$ cat config.mk
export PLATFORM = sky130hd
export DESIGN_NAME = padder_ctrl
export DESIGN_NICKNAME = d
export VERILOG_FILES = /design/src/rtl/padder_ctrl_pkg.sv /design/src/rtl/padder_ctrl_padder1.sv /design/src/rtl/padder_ctrl.sv
export SDC_FILE = /design/constraint.sdc
export NUM_CORES = 1
export LEC_CHECK = 0
export BUFFER_PORTS_ARGS = -buffer_cell sky130_fd_sc_hd__buf_2
export CAP_MARGIN = 10
export CORE_MARGIN = 4
export CORE_UTILIZATION = 45
export DETAILED_ROUTE_END_ITERATION = 8
export MAX_ROUTING_LAYER = met4
export PLACE_DENSITY = 0.72
export RECOVER_POWER = 100
export SYNTH_ARGS = -nofsm -noshare
export SYNTH_HDL_FRONTEND = slang
export SYNTH_SLANG_ARGS = --single-unit
export TNS_END_PERCENT = 20
$ cat constraint.sdc
create_clock -name clk -period 18.45 [get_ports clk]
set_clock_uncertainty 0.15 [all_clocks]
set_input_delay 0.9225 -clock clk [delete_from_list [all_inputs] [get_ports clk]]
set_output_delay 0.9225 -clock clk [all_outputs]
set_load 0.005 [all_outputs]
$ cat src/rtl/padder_ctrl_pkg.sv
// Shared constants and state encoding for the SHA3-512 rate-block padder.
package padder_ctrl_pkg;

    localparam int unsigned WORD_W     = 32;
    localparam int unsigned RATE_WORDS = 18;
    localparam int unsigned RATE_BITS  = 576;
    localparam int unsigned CNT_W      = 5;

    localparam logic [7:0] PAD_FIRST = 8'h06;
    localparam logic [7:0] PAD_LAST  = 8'h80;

    typedef enum logic [1:0] {
        ST_FILL = 2'd0,
        ST_PAD  = 2'd1,
        ST_FULL = 2'd2
    } state_e;

endpackage

$ cat src/rtl/padder_ctrl_padder1.sv
// Formats the final partial message word: valid bytes kept, 0x06 appended, rest zero.
module padder1 (
    input  logic [31:0] in_word,
    input  logic [1:0]  byte_num,
    output logic [31:0] out_word_c
);
    import padder_ctrl_pkg::*;

    // Select how many leading bytes survive before the domain-separation byte
    always_comb begin
        out_word_c = '0;
        case (byte_num)
            2'd0:    out_word_c = {PAD_FIRST, 24'h000000};
            2'd1:    out_word_c = {in_word[31:24], PAD_FIRST, 16'h0000};
            2'd2:    out_word_c = {in_word[31:16], PAD_FIRST, 8'h00};
            default: out_word_c = {in_word[31:8], PAD_FIRST};
        endcase
    end

endmodule

$ cat src/rtl/padder_ctrl.sv
// Assembles 32-bit message words into SHA3-512 rate blocks and applies pad10*1.
module padder_ctrl #(
    parameter int unsigned RATE_WORDS = padder_ctrl_pkg::RATE_WORDS
) (
    input  logic                        clk,
    input  logic                        reset,
    input  logic [31:0]                 in,
    input  logic                        in_ready,
    input  logic                        is_last,
    input  logic [1:0]                  byte_num,
    output logic                        buffer_full,
    output logic [32*RATE_WORDS-1:0]    out,
    output logic                        out_ready,
    output logic                        last_block,
    input  logic                        f_ack
);
    import padder_ctrl_pkg::*;

    localparam int unsigned OUT_W = WORD_W * RATE_WORDS;
    localparam logic [CNT_W-1:0] CNT_END = CNT_W'(RATE_WORDS - 1);

    state_e             state_q, state_d;
    logic [CNT_W-1:0]   cnt_q, cnt_d;
    logic [OUT_W-1:0]   out_q, out_d;
    logic               out_ready_q, out_ready_d;
    logic               last_block_q, last_block_d;
    logic               buffer_full_q, buffer_full_d;

    logic [WORD_W-1:0]  pad_word_c;
    logic [WORD_W-1:0]  word_c;
    logic               shift_c;
    logic               cnt_at_end_c;

    padder1 u_padder1 (
        .in_word    (in),
        .byte_num   (byte_num),
        .out_word_c (pad_word_c)
    );

    assign cnt_at_end_c = (cnt_q == CNT_END);

    // State register and block datapath
    always_ff @(posedge clk or posedge reset) begin
        if (reset) begin
            state_q       <= ST_FILL;
            cnt_q         <= '0;
            out_q         <= '0;
            out_ready_q   <= 1'b0;
            last_block_q  <= 1'b0;
            buffer_full_q <= 1'b0;
        end else begin
            state_q       <= state_d;
            cnt_q         <= cnt_d;
            out_q         <= out_d;
            out_ready_q   <= out_ready_d;
            last_block_q  <= last_block_d;
            buffer_full_q <= buffer_full_d;
        end
    end

    // Next-state, word selection and shift control
    always_comb begin
        state_d      = state_q;
        cnt_d        = cnt_q;
        out_d        = out_q;
        out_ready_d  = out_ready_q;
        last_block_d = last_block_q;
        word_c       = '0;
        shift_c      = 1'b0;

        case (state_q)
            ST_FILL: begin
                if (in_ready) begin
                    shift_c = 1'b1;
                    if (is_last) begin
                        word_c       = pad_word_c;
                        last_block_d = 1'b1;
                    end else begin
                        word_c = in;
                    end
                    if (cnt_at_end_c) begin
                        // Message ends exactly on the rate boundary: close the pad here
                        if (is_last) begin
                            word_c[7:0] = word_c[7:0] | PAD_LAST;
                        end
                        state_d     = ST_FULL;
                        out_ready_d = 1'b1;
                    end else begin
                        cnt_d = cnt_q + CNT_W'(1);
                        if (is_last) begin
                            state_d = ST_PAD;
                        end
                    end
                end
            end
            ST_PAD: begin
                shift_c = 1'b1;
                if (cnt_at_end_c) begin
                    word_c[7:0] = PAD_LAST;
                    state_d     = ST_FULL;
                    out_ready_d = 1'b1;
                end else begin
                    cnt_d = cnt_q + CNT_W'(1);
                end
            end
            ST_FULL: begin
                if (f_ack) begin
                    state_d      = ST_FILL;
                    cnt_d        = '0;
                    out_ready_d  = 1'b0;
                    last_block_d = 1'b0;
                end
            end
            default: begin
                state_d = ST_FILL;
            end
        endcase

        if (shift_c) begin
            out_d = {out_q[OUT_W-WORD_W-1:0], word_c};
        end

        buffer_full_d = (state_d != ST_FILL);
    end

    assign out         = out_q;
    assign out_ready   = out_ready_q;
    assign last_block  = last_block_q;
    assign buffer_full = buffer_full_q;

endmodule

==> results of run 1 <==
kinds of logic after synthesis:
group	Yosys count	share of synthesized area [%]
compound gates	55	1.69
fa+ha+maj	2	0.103
buf+inv	138	6.11
flops	586	60.6
mux	2	0.0828
simple gates	1680	31.4
synth_stat cells:
library cell     n
a211oi_2         1
a21oi_1          8
a221oi_2         1
a22o_1          25
a22oi_1          1
a2bb2oi_1        1
a31oi_1          1
buf_12          52
buf_2           13
buf_4            9
buf_6            4
buf_8            3
clkbuf_1        51
dfrtp_1        586
ha_1             2
inv_1            6
mux2i_1          2
nand2_1       1170
nand2_2        470
nand2b_4         1
nand3_1          3
nand3b_1         1
nand4_1          2
nor2_1           9
nor2b_1          8
nor3_1           2
nor3_2           2
nor3b_1          1
nor3b_2          1
nor4bb_1         1
o21ai_0         12
o21ba_1          1
o21bai_1         1
o31ai_1          3
or2_2            6
or3_1            1
or4_1            2
final cells by class:
type                       count  area (um2)
fill                        5125       25100
sequential                   586       14700
multi-input combinational   1739        7410
timing repair buffer         636        2670
clock buffer                  96        1940
tap                          688         861
clock inverter                20         216
inverter                       6        23.8
power groups by stage:
stage          clock network [mW]  registers [mW]  logic (mW)
2_1_floorplan                   0            2.11       0.867
3_3_place_gp                    0            2.19        1.40
3_5_place_dp                    0            2.21        1.42
4_1_cts                      1.32            2.19        1.43
5_1_grt                      1.37            2.22        1.43
6_report                     1.29            2.17        1.28
critical path: cells and delay by family, from the launching register on:
kind	cells	cell delay, ns
simple gates	2	0.27
flops	1	0.80
compound gates	1	1.79
buf+inv	3	6.09
routing by layer:
| metal | global-route usage (%) | up-vias |
|---|---|---|
| met4 | 7.76 | 0 |
| met5 | - | - |
| met1 | 31.1 | 9027 |
| met3 | 8.26 | 126 |
| li1 | - | 8662 |
| met2 | 39.3 | 639 |
through the flow:
stage | instance area (um2) | util [%]
after floorplan | 24200 | -
after global placement | 26900 | 50.8
after detailed placement | 26900 | 50.8
after CTS | 29000 | 54.9
after global routing | 27800 | 52.6
final | 27800 | 52.6
state kept, by name, summed over array words and instances, names as in the netlist:
signal       count
out            576
cnt_q            5
state_q          2
buffer_full      1
last_block       1
out_ready        1
how the worst min path moves through the flow:
stage | to | start
3_5_place_dp | out[572] | out[572]
6_report | out[554] | out[554]
5_1_grt | out[561] | out[561]
3_3_place_gp | out[545] | out[545]
2_1_floorplan | cnt_q[4] | cnt_q[4]
4_1_cts | out[572] | out[572]
==> impl_metrics.json, run 1 <==
{
  "status": "complete, but fails checks",
  "violations": "max-capacitance violations, max-slew violations",
  "wire_per_inst_um": 19.2,
  "hp-class": "flop to flop",
  "fp-row-count": 84,
  "power_frac_clock_pct": 27.3,
  "slew_headroom_pct": -276,
  "ff2ff_setup_slack_ns": 9.17,
  "dpl.hpwl_um": 51800,
  "antenna-diode-count": 0,
  "worstPathCellList": "o21ba_1 -> clkbuf_1 -> clkbuf_1 -> buf_4 -> nand2_1 -> nand2_1",
  "required_ns": 18.84,
  "coreArea_um2": 52900,
  "placed_cells": 3654,
  "setup_violations": 0,
  "ys_types": 37,
  "cts_buffers": 61,
  "cts_root_buf": "clkbuf_16",
  "dr.pass1.iters": 5,
  "htree_levels": 2,
  "yosysWarnings": 0,
  "period_needed_ns": 9.28,
  "grt_usage_pct": 25.0,
  "rsz0062_at_grt": "false",
  "post-place-ws_ns": 13.46,
  "fp.dieH_um": 240,
  "vdd_drop_max_mv": 0.0930,
  "timing.final.max_slew_violations": 901,
  "critPathLaunch": "state_q[0]",
  "layout_common_cells": "nand2_1 (1,417), dfrtp_1 (586), clkbuf_1 (462), nand2_2 (223), buf_2 (173)",
  "r2r_start": "state_q[0]",
  "ys_ff_latch": 586,
  "worstSetupPathType": "flop to flop",
  "area_growth_pct": 14.9,
  "antenna_found_initial": 0,
  "met3_length_um": 6550,
  "grt_max_degree": 240,
  "comb_power_share_pct": 27.0,
  "drv_cap": 13,
  "fin_setup_tns_ns": 0,
  "power_density_nw_per_um2": 170,
  "synth_top_area_share_pct": 60.6,
  "netlist_area_um2": 24200,
  "synthTopCellsByArea": "dfrtp_1 (61%), nand2_1 (18%), nand2_2 (12%)",
  "cp-end-kind": "flop",
  "cts_sinks": 586,
  "first_iter_violations": 1263,
  "holdPathStages": 2,
  "cts_tree": "done",
  "clkSlewWorstSetupHoldPaths_ns": 0.06,
  "cts-resized-gates": 0,
  "synth_top_area_cell": "dfrtp_1",
  "die_area_um2": 57500,
  "worst-slew-pin-transition_ns": 5.61,
  "slowest_delay_ns": 2.84,
  "leakagePower_nw": 15.4,
  "first_global_vias": 17787,
  "ant_nets": 0,
  "critPathCapture": "out[524]",
  "finalHoldWorstSlack_ns": 0.326,
  "die_w_um": 240,
  "io_buffers": 617,
  "grt_pass1_wl_um": 109000,
  "worstReg2RegEnd": "out[524]",
  "wl_met2_um": 34300,
  "max-clock-path-buffers": 3,
  "vias": 18454,
  "p_sw_share_pct": 39.1,
  "drt-total-wl_um": 72500,
  "hold_viol": 0,
  "globalplace.congestion": 0.909,
  "syn_area_per_cell_um2": 9.82,
  "seqPwrFrac_pct": 45.7,
  "period_share_pct": 50.3,
  "synth_nets": 2504,
  "worstSkewPairLatency_ns": 0.62,
  "critPathMaxFanout": 69,
  "top_layer": "met4",
  "startpoint_type": "flop",
  "synthCells": 2463,
  "ios": 618,
  "slowest_stage": "clkbuf_1",
  "grt_overflow": 0,
  "switchingPower_mw": 1.85,
  "hold_buffers": 0,
  "r2r_cells": 6,
  "final_common_cell": "nand2_1",
  "arrival_ns": 9.67,
  "drc_errors": 0,
  "internal_power_mw": 2.88,
  "via_per_inst": 4.89,
  "power_mw": 4.74,
  "nNetsFinal": 3071,
  "setup_ws_ns": 9.17,
  "wl_met1_um": 29300,
  "layout-drive-gt1-share_pct": 16.9,
  "start_util_pct": 45.7,
  "fmax_ghz": 0.108,
  "cts_setup_buffers": 0,
  "yosysSeqAreaShare_pct": 60.6,
  "layout.cells.non_filler": 3771
}
(Power assumes the default switching activity.)
==> inputs of run 2 (changes only) <==
- PLACE_DENSITY: 0.72 -> 0.69
- clock period: 18.45 -> 8.7 ns (I/O delays scaled with it)
==> run 2 against run 1 <==
The run still ends with max-capacitance violations, max-slew violations left. Final area up 2.5%. Die area unchanged. First-iteration DRC count up 4.8%. Critical path depth down 1. Sequential share of layout area down 1.3 points. Flip-flop and latch count unchanged. Clock power up 94%. Fmax up 65%. Critical path type unchanged. Highest routed layer unchanged.
==> impl_metrics.json, run 2 (synthesis results as in run 1) <==
{
  "grt_usage_pct": 25.7,
  "cts_buffers": 59,
  "die_w_um": 240,
  "arrival_ns": 6.02,
  "worstSkewPairLatency_ns": 0.60,
  "vdd_drop_max_mv": 0.258,
  "cp-end-kind": "flop",
  "slew_headroom_pct": -173,
  "via_per_inst": 4.89,
  "hp-class": "input port to flop",
  "antenna-diode-count": 0,
  "period_needed_ns": 5.64,
  "cts_root_buf": "clkbuf_16",
  "first_global_vias": 18287,
  "coreArea_um2": 52900,
  "globalplace.congestion": 0.908,
  "worstReg2RegEnd": "out[424]",
  "holdPathStages": 3,
  "period_share_pct": 64.8,
  "final_common_cell": "nand2_1",
  "status": "complete, but fails checks",
  "worstSetupPathType": "flop to flop",
  "dpl.hpwl_um": 53400,
  "max-clock-path-buffers": 3,
  "start_util_pct": 45.7,
  "worstPathCellList": "o21bai_1 -> buf_4 -> clkbuf_2 -> nand2_1 -> nand2_1",
  "ff2ff_setup_slack_ns": 3.06,
  "die_area_um2": 57500,
  "path_common_cell": "nand2_1",
  "nFillCells": 4980,
  "setup_violations": 0,
  "min_from": "f_ack",
  "ant_nets": 0,
  "rsz0062_at_grt": "false",
  "layout_common_cells": "nand2_1 (1,173), dfrtp_1 (586), nand2_2 (467), clkbuf_1 (456), buf_2 (175)",
  "layout.cells.non_filler": 3787,
  "area_growth_pct": 17.8,
  "fmax_ghz": 0.177,
  "worst-slew-pin-transition_ns": 4.09,
  "placed_cells": 3652,
  "fp-row-count": 84,
  "clkSlewWorstSetupHoldPaths_ns": 0.06,
  "first_iter_violations": 1324,
  "hold_end": "state_q[1]",
  "ios": 618,
  "required_ns": 9.08,
  "grt_max_degree": 172,
  "leakagePower_nw": 15.6,
  "path_buf_inv": 2,
  "wire_per_inst_um": 19.6,
  "drc_errors": 0,
  "drv_cap": 6,
  "timing.final.max_slew_violations": 474,
  "slowest_stage": "o21bai_1",
  "htree_levels": 2,
  "startpoint_type": "flop",
  "fin_setup_tns_ns": 0,
  "fp.dieH_um": 240,
  "violations": "max-capacitance violations, max-slew violations",
  "power_mw": 10.0,
  "critPathLaunch": "state_q[0]",
  "largest_reg_flops": 576,
  "cts_sinks": 586,
  "vias": 18526,
  "grt_pass1_wl_um": 111000,
  "cts-resized-gates": 0,
  "r2r_cells": 5,
  "r2r_start": "state_q[0]",
  "power_density_nw_per_um2": 352,
  "layout-drive-gt1-share_pct": 24.4,
  "slowest_delay_ns": 1.93,
  "nNetsFinal": 3097,
  "drt-total-wl_um": 74300,
  "io_buffers": 617,
  "hold_viol": 0,
  "grt_overflow": 0,
  "crit_family": "buffers and inverters",
  "cts_tree": "done",
  "critPathMaxFanout": 92,
  "antenna_found_initial": 0,
  "dr.pass1.iters": 5
}
[run 2: report_power, final]
group,switching (mW),internal [mW]
Combinational,1.98,0.896
Clock,1.06,1.45
Sequential,1.02,3.63
Total,4.06,5.97
[run 2: tightest hold or removal path, stage by stage]
cell and delay [ns]:
buf_2 0.11, nor2_1 0.06, a22o_1 0.17
[run 2: area by class of cell]
class / instances / area, um2 / share of cell area (%)
Timing Repair Buffer: 664 / 3010 / 10.6
Sequential cell: 586 / 14700 / 51.5
Clock inverter: 22 / 231 / 0.813
Inverter: 6 / 23.8 / 0.0835
Clock buffer: 82 / 1660 / 5.84
Multi-Input combinational cell: 1739 / 8020 / 28.2
Tap cell: 688 / 861 / 3.02
[run 2: repair_timing]
item	in CTS	in global routing
hold buffers	31	0
setup buffers	0	0
hold endpoints to repair	53	0
endpoints found under the setup margin	0	0
[run 2: worst max path at each step]
stage / end / slack, ns / cells after the start
floorplan: buffer_full / 0.13 / 1
global placement: out[426] / 5.11 / 5
detailed placement: out[424] / 4.99 / 5
CTS: out[348] / 4.96 / 5
global route: out[556] / 2.36 / 4
finish: out[424] / 3.06 / 5
[run 2: per-stage QoR]
stage | instance area [um2] | utilization (%) | setup WS [ns] | hold WS (ns)
floorplan | 24200 | - | 0.128 | 0.286
global placement | 26900 | 50.9 | 5.11 | 0.302
detailed placement | 26900 | 50.9 | 4.99 | 0.308
CTS | 29100 | 55.0 | 4.96 | 0.0191
global route | 28500 | 53.9 | 2.36 | 0.0258
finish | 28500 | 53.9 | 3.06 | 0.0706
[run 2: metal layers]
metal | GRT usage (%) | vias up | share of wire, %
li1 | - | 8703 | -
met3 | 8.30 | 125 | 8.9
met1 | 31.5 | 9085 | 39
met4 | 8.27 | 0 | 3.5
met2 | 40.7 | 613 | 48
met5 | - | - | 0
